<file path="src/rtl/stream_arb_pkg.sv">
// Shared types and helpers for the round-robin stream arbiter.
// Holds the FSM state encoding and the grant index width rule.
package stream_arb_pkg;

  typedef enum logic {
    IDLE   = 1'b0,
    LOCKED = 1'b1
  } arb_state_e;

  // Grant index width: clog2(n), never narrower than one bit.
  function automatic int grant_w(input int n);
    return (n > 1) ? $clog2(n) : 1;
  endfunction

endpackage

</file>
<file path="src/rtl/stream_rr_arbiter_rr_pick.sv">
// Combinational round-robin picker: first asserted request at or after ptr,
// wrapping modulo N.
module rr_pick
  import stream_arb_pkg::*;
#(
  parameter int N     = 4,
  parameter int IDX_W = grant_w(N)
) (
  input  logic [N-1:0]     req,
  input  logic [IDX_W-1:0] ptr,
  output logic             found,
  output logic [IDX_W-1:0] idx
);

  logic [N-1:0]     rot_req;
  logic [IDX_W-1:0] rot_pos [N];

  // rot_req[k] is the request sitting k places after ptr.
  for (genvar gi = 0; gi < N; gi++) begin : g_rot
    always_comb begin
      int p;
      p = int'(ptr) + gi;
      if (p >= N) begin
        p = p - N;
      end
      rot_pos[gi] = IDX_W'(p);
      rot_req[gi] = req[p];
    end
  end

  // Scan from the far end so the nearest request wins.
  always_comb begin
    found = 1'b0;
    idx   = '0;
    for (int k = N - 1; k >= 0; k--) begin
      if (rot_req[k]) begin
        found = 1'b1;
        idx   = rot_pos[k];
      end
    end
  end

endmodule

</file>
<file path="src/rtl/stream_rr_arbiter.sv">
// Packet-level round-robin arbiter merging N valid/ready byte streams into one
// registered output stream; a grant is held until the packet's last beat.
module stream_rr_arbiter
  import stream_arb_pkg::*;
#(
  parameter int N      = 4,
  parameter int DATA_W = 8,
  parameter int CNT_W  = 16
) (
  input  logic                    clk,
  input  logic                    rst,
  input  logic [N-1:0]            in_valid,
  input  logic [N*DATA_W-1:0]     in_data,
  input  logic [N-1:0]            in_last,
  output logic [N-1:0]            in_ready,
  output logic                    out_valid,
  output logic [DATA_W-1:0]       out_data,
  output logic                    out_last,
  input  logic                    out_ready,
  output logic [grant_w(N)-1:0]   grant_id,
  output logic                    busy,
  output logic [CNT_W-1:0]        pkt_count
);

  localparam int GW = grant_w(N);

  arb_state_e        state_q;
  logic [GW-1:0]     ptr_q;
  logic [GW-1:0]     ptr_d;
  logic [GW-1:0]     grant_q;
  logic              out_valid_q;
  logic [DATA_W-1:0] out_data_q;
  logic              out_last_q;
  logic [CNT_W-1:0]  pkt_count_q;
  logic [CNT_W-1:0]  pkt_count_d;

  logic              pick_found;
  logic [GW-1:0]     pick_idx;
  logic              slot_free;
  logic              xfer;
  logic [N-1:0]      grant_oh;
  logic [DATA_W-1:0] in_data_arr [N];
  logic [DATA_W-1:0] g_data;
  logic              g_last;

  rr_pick #(
    .N     (N),
    .IDX_W (GW)
  ) u_pick (
    .req   (in_valid),
    .ptr   (ptr_q),
    .found (pick_found),
    .idx   (pick_idx)
  );

  // in_ready depends only on registered state and out_ready, never on in_valid.
  assign slot_free = (state_q == LOCKED) && (!out_valid_q || out_ready);

  for (genvar gi = 0; gi < N; gi++) begin : g_lane
    assign in_data_arr[gi] = in_data[gi*DATA_W +: DATA_W];
    assign grant_oh[gi]    = (grant_q == GW'(gi));
    assign in_ready[gi]    = slot_free && grant_oh[gi];
  end

  assign xfer   = |(in_valid & in_ready);
  assign g_last = |(in_last & grant_oh);

  always_comb begin
    g_data = '0;
    for (int k = 0; k < N; k++) begin
      g_data = g_data | (in_data_arr[k] & {DATA_W{grant_oh[k]}});
    end
  end

  assign ptr_d       = (grant_q == GW'(N - 1)) ? '0 : grant_q + 1'b1;
  assign pkt_count_d = pkt_count_q + 1'b1;

  always_ff @(posedge clk) begin
    if (rst) begin
      state_q     <= IDLE;
      ptr_q       <= '0;
      grant_q     <= '0;
      out_valid_q <= 1'b0;
      out_data_q  <= '0;
      out_last_q  <= 1'b0;
      pkt_count_q <= '0;
    end else begin
      if (xfer) begin
        out_valid_q <= 1'b1;
        out_data_q  <= g_data;
        out_last_q  <= g_last;
      end else if (out_valid_q && out_ready) begin
        out_valid_q <= 1'b0;
      end

      case (state_q)
        IDLE: begin
          if (pick_found) begin
            grant_q <= pick_idx;
            state_q <= LOCKED;
          end
        end
        LOCKED: begin
          // The lock has no timeout: a stalled owner keeps everyone else out.
          if (xfer && g_last) begin
            state_q     <= IDLE;
            ptr_q       <= ptr_d;
            pkt_count_q <= pkt_count_d;
          end
        end
        default: state_q <= IDLE;
      endcase
    end
  end

  assign out_valid = out_valid_q;
  assign out_data  = out_data_q;
  assign out_last  = out_last_q;
  assign grant_id  = grant_q;
  assign busy      = (state_q == LOCKED);
  assign pkt_count = pkt_count_q;

endmodule
</file>
<file path="config.mk">
export PLATFORM = sky130hd
export DESIGN_NAME = stream_rr_arbiter
export DESIGN_NICKNAME = d
export VERILOG_FILES = /design/src/rtl/stream_arb_pkg.sv /design/src/rtl/stream_rr_arbiter_rr_pick.sv /design/src/rtl/stream_rr_arbiter.sv
export SDC_FILE = /design/constraint.sdc
export NUM_CORES = 1
export LEC_CHECK = 0
export CAP_MARGIN = 10
export CELL_PAD_IN_SITES_DETAIL_PLACEMENT = 1
export CELL_PAD_IN_SITES_GLOBAL_PLACEMENT = 1
export CORE_ASPECT_RATIO = 0.6
export CORE_MARGIN = 2
export CORE_UTILIZATION = 30
export DETAILED_ROUTE_END_ITERATION = 8
export GPL_TIMING_DRIVEN = 0
export HOLD_SLACK_MARGIN = 0.08
export PLACE_DENSITY = 0.88
export SETUP_SLACK_MARGIN = 0.4
export SLEW_MARGIN = 15
export SYNTH_ARGS = -nofsm -noshare
export SYNTH_HDL_FRONTEND = slang
export SYNTH_SLANG_ARGS = --single-unit
</file>
<file path="constraint.sdc">
create_clock -name clk -period 2.5 [get_ports clk]
set_input_delay 0.375 -clock clk [delete_from_list [all_inputs] [get_ports clk]]
set_output_delay 0.375 -clock clk [all_outputs]
set_load 0.02 [all_outputs]
</file>
==> results.sh <==
export IMPL_status="finished, final reports clean"
export IMPL_die_h_um=63.2
export IMPL_syn_avg_cell_area_sq_um=8.75
export IMPL_cts_tree="yes"
export IMPL_drtIter0Drc=46
export IMPL_synth_top_area_cell="dfxtp_1"
export IMPL_h_tree_depth=2
export IMPL_grt_pass1_vias=2039
export IMPL_drv_cap=0
export IMPL_clockBufferDepth=2
export IMPL_gp_congestion=0.804
export IMPL_nets=330
export IMPL_synth_top_area_share_pct=35.5
export IMPL_synth_ff_type="dfxtp_1"
export IMPL_diodes=0
export IMPL_synth_area_sq_um=1750
export IMPL_via_count=2014
export IMPL_viasPerCell=5.55
export IMPL_synth_cell_types=41
export IMPL_power_share_sequential_pct=40.9
export IMPL_relSlewSlack_pct=60.6
export IMPL_fmax_mhz=495
export IMPL_overflow=0
export IMPL_critPathLaunchType="register"
export IMPL_min_period_over_period_pct=80.9
export IMPL_dr_pass1_iters=4
export IMPL_wl_met3_um=413
export IMPL_antenna_left=0
export IMPL_async_flop_share_pct=0
export IMPL_drc=0
export IMPL_hold_viol=0
export IMPL_crit_arrival_ps=1650
export IMPL_seq_area_frac_synth_pct=35.5
export IMPL_insertion_delay_ps=290
export IMPL_swShare_pct=32.4
export IMPL_ctsHoldBuffers=0
export IMPL_vdd_drop_max_v=0.000182
export IMPL_synth_edf_count=0
export IMPL_final_setup_tns_ps=0
export IMPL_cts_buffers=5
export IMPL_fin_worst_skew_ps=4.49
export IMPL_syn2layout_area_growth_pct=56.0
export IMPL_io_pins=76
export IMPL_worst_pin_slew_ps=591
export IMPL_fp_row_count=21
export IMPL_syn_nets=248
export IMPL_p_int_w=0.000892
export IMPL_period_needed_ps=2020
export IMPL_wl_met2_um=2930
export IMPL_synthCells=200
export IMPL_portBuffers=75
export IMPL_cp_slowest_cell="dfxtp_2"
export IMPL_p_switching_w=0.000427
export IMPL_final_max_slew_violation_count=0
export IMPL_antenna_found_initial=0
export IMPL_grt_pass1_wl_um=10400
export IMPL_die_area_sq_um=6480
export IMPL_ys_warn_count=0
export IMPL_clock_sinks=31
export IMPL_path_cells="inv_1, ha_1, clkbuf_4, and3_1, clkdlybuf4s15_1"
export IMPL_wl_met1_um=3080
export IMPL_design_power_total_w=0.00132
export IMPL_start_util_pct=31.3
export IMPL_p_leak_nw=0.943
export IMPL_crit_path_end_kind="output pin"
export IMPL_highest_layer="met4"
export IMPL_crit_fanout=10
export IMPL_required_ps=2120
export IMPL_wl_per_cell_um=17.9
export IMPL_yosysMostFrequentCell="dfxtp_1"
export IMPL_hp_class="register to register"
export IMPL_drt_wl_total_um=6500
export IMPL_coreArea_sq_um=5600
export IMPL_cts_root_buf="clkbuf_8"
export IMPL_ys_ff_latch=31
export IMPL_p_clk_share_pct=30.8
export IMPL_synthTopCellsByCount="dfxtp_1, a21oi_1, a22oi_1"
export IMPL_power_density_nw_per_um2=483
export IMPL_cp_slowest_stage_delay_ps=360
export IMPL_die_x_um=103
export IMPL_grt_setup_unrepaired="no"
export IMPL_dp_final_hpwl_um=4850
export IMPL_grt_start_max_net_pins=12
export IMPL_drive_gt1_share_pct=11.0
export IMPL_track_usage_pct=20.6
export IMPL_setup_violations=0
export IMPL_synth_area_top_cells="dfxtp_1, a22oi_1, a21oi_1, or4_1, a311oi_1"
export IMPL_clk_pin_slew_worst_paths_ps=70
export IMPL_crit_type="register to output pin"
export IMPL_comb_power_share_pct=28.3
-- layout by cell type (no fill, tap or decap), types with 3 or more instances in the layout --
master           instances
a21oi_1                 23
a22o_4                   4
a22oi_1                 16
a311oi_1                 9
and3_1                   6
buf_2                    3
buf_4                    3
clkbuf_1                 4
clkbuf_8                 5
clkdlybuf4s50_1         71
dfxtp_1                 29
ha_1                     5
inv_1                    6
nand2_1                  9
nand3_1                  7
nand4_1                  3
nor2_1                  12
o21ai_0                  3
o21ai_1                  5
o31ai_1                 10
or4_1                   11
-- power groups by stage --
stage          logic [W]  clock network, W  registers, W
2_1_floorplan   0.000154                 0      0.000573
3_3_place_gp    0.000350                 0      0.000548
3_5_place_dp    0.000359                 0      0.000550
4_1_cts         0.000362          0.000414      0.000539
5_1_grt         0.000400          0.000437      0.000543
6_report        0.000373          0.000406      0.000539
-- layer usage --
layer  vias to the layer above  track usage, %
li1                        955               -
met1                       974            29.6
met2                        77            30.8
met3                         8            4.22
met4                         0            6.00
met5                         -               0
-- critical path, delay by kind of cell (launching register included) --
kind          cells  cell delay [ps]
buf+inv           3              640
fa+ha+maj         1              190
flops             1              360
simple gates      1              160
-- sequential cells by signal, indices dropped and copies added (netlist names) --
signal,flops
out_valid,1
ptr_q,2
pkt_count,16
busy,1
out_last,1
grant_id,2
out_data,8
-- path summary, 6_finish.rpt --
path	from	end	slack, ps	depth (start not counted)
worst min-delay path	pkt_count[15]	pkt_count[15]	490	2
worst min register to register	pkt_count[15]	pkt_count[15]	490	2
worst max-delay path	grant_id[1]	in_ready[1]	480	5
worst max register to register	grant_id[0]	pkt_count[2]	490	7
-- stage by stage --
stage               worst slack, ps  area [sq um]  std cells  utilization, %  hold WS, ps
floorplan                       400          1750        200               -          467
finish                          479          2730        363            48.8          490
detailed placement              177          2600        355            46.5          483
global placement                175          2600        355            46.5          469
global route                    401          2730        363            48.8          526
CTS                             218          2700        363            48.3          496
-- cell type report --
cell class,instances,area (sq um)
flip-flops and latches,31,626
repair buffers,75,748
fillers,661,2870
clock buffers,5,68.8
multi-input cells,149,1060
plain buffers,14,83.8
well taps,80,100
inverters,6,22.5
clock inverters,3,20.0
-- what timing repair did --
| action | CTS | global route |
|---|---|---|
| buffers inserted | 0 | 0 |
| resized for setup | 11 | 14 |
| setup endpoints to repair | 14 | 21 |
-- cells by family after synthesis --
| group | share of synthesized area [%] |
|---|---|
| AOI/OAI and AO/OA | 35.7 |
| and+or+nand+nor | 19.3 |
| DFF | 35.5 |
| buffers and inverters | 5.36 |
| adders and majority gates | 3.57 |
| muxes | 0.643 |
(Power assumes the default switching activity.)
==> RTL change, RTL diff (config.mk and constraints unchanged) <==
`CNT_W`: 16 -> 12.
--- a/src/rtl/stream_rr_arbiter.sv
+++ b/src/rtl/stream_rr_arbiter.sv
@@ -5,7 +5,7 @@
 #(
   parameter int N      = 4,
   parameter int DATA_W = 8,
-  parameter int CNT_W  = 16
+  parameter int CNT_W  = 12
 ) (
   input  logic                    clk,
   input  logic                    rst,
Ports: changed (resized pkt_count); port bits go from 76 to 72. The function was not compared with the original's and may differ.
==> RTL change against the original RTL <==
- total power fell by 21%
- synthesized area fell by 13%
- fmax fell by 0.84%
- clock skew rose by 1.0 ps
- cell area fell by 13%
- non-clock buffer count fell by 5
- worst setup slack got worse by 17 ps
- final cell count fell by 14%
- combinational power fell by 16%
- sequential cell count fell by 4
- critical path depth did not move
- die area fell by 12%
- wire length fell by 18%
- largest cell class unchanged
==> RTL change: results (changes against the original RTL) <==
power_frac_clock_pct: 25.0  # -5.8 points
gp_congestion: 0.792  # -1.5%
cts.clk_slew.worst_paths_ps: 100  # +30 ps
vias: 1709  # -15%
worstSetupEndpoint: "in_ready[0]"
powerClk_mw: 0.261  # -36%
fin_nets: 296  # -10%
cts_inserted_buffers: 3  # -2
first_global_vias: 1723  # -15%
avgSynthCellArea_um2: 8.89  # +1.6%
holdPathEnd: "out_last$_SDFFE_PP0P_"
hold_start: "out_last$_SDFFE_PP0P_"
wl_per_cell_um: 17.0  # -5.1%
seq_cell_power_mw: 0.470  # -13%
globalRouteTotalUtil_pct: 19.5  # -1.1 points
leakage_nw: 0.825  # -13%
synth_common_cells: "dfxtp_1, a21oi_1, a22oi_1, or4_1, nor2_1"
finClkSkew_ps: 5.52  # +1.03 ps
drive_above_1_share_pct: 9.72  # -1.2 points
synth.distinct_cells: 32  # -22%
reg2reg_slack_ps: 580  # +90 ps
cp-startpoint: "grant_id[0]$_SDFFE_PP0P_"
r2r_end: "pkt_count[10]$_SDFFE_PP0P_"
drtIter0Drc: 97  # +110%
syn-num-nets: 220  # -11%
ys_seq_area_share_pct: 35.4  # -0.10 points
grt_first_pass_wirelength_um: 8490  # -18%
r2r_start: "grant_id[1]$_SDFFE_PP0P_"
status: "finished, final reports clean"
netSwitchingFraction_pct: 30.6  # -1.7 points
cts_htree_levels: 1  # -1
viasPerCell: 5.46  # -1.6%
[RTL change: repair_timing]
item / in CTS / in global routing
setup endpoints to repair: 4 / 13
cloned: 0 / 0
resized for setup: 11 / 5
pin swaps: 0 / 1
endpoints found under the hold margin: 0 / 0
setup buffers: 0 / 1
hold buffers: 0 / 0
[RTL change: metal layers]
metal  GRT usage (%)  vias up  share of wire [%]
met3            6.11        4                7.5
met5               0        -                  0
met2            29.9       54                 43
met4            2.65        0               0.51
li1                -      823                  -
met1            27.6      828                 48
[RTL change: per-stage QoR]
step / area [µm²] / hold slack, ps / utilization [%] / setup WS, ps
2_1_floorplan: 1530 / 476 / - / 649
3_3_place_gp: 2310 / 442 / 46.4 / 125
3_5_place_dp: 2310 / 470 / 46.4 / 105
4_1_cts: 2370 / 483 / 47.5 / 403
5_1_grt: 2380 / 497 / 47.8 / 383
6_report: 2380 / 481 / 47.8 / 462
[RTL change: area by class of cell]
type | count | area [µm²]
Clock buffer | 4 | 45.0
Sequential cell | 27 | 543
Timing Repair Buffer | 71 | 706
Fill cell | 584 | 2600
Inverter | 8 | 30.0
Tap cell | 66 | 82.6
Multi-Input combinational cell | 124 | 892
Buffer | 13 | 81.3
[RTL change: critical path, cell delays in order, from the launching register on]
cell	delay, ps
dfxtp_2	400
inv_1	80
ha_1	230
buf_4	190
and3_1	170
dlygate4sd2_1	320
[RTL change: kinds of logic (layout without fill, tap and decap cells)]
group	Yosys count	in the layout	synth area share (%)
AO/OA/AOI/OAI	73	73	36.7
AND/OR/NAND/NOR	46	46	17.3
flip-flops	27	27	35.4
buffers and inverters	21	96	6.46
adder cells (fa/ha/maj)	5	5	4.09
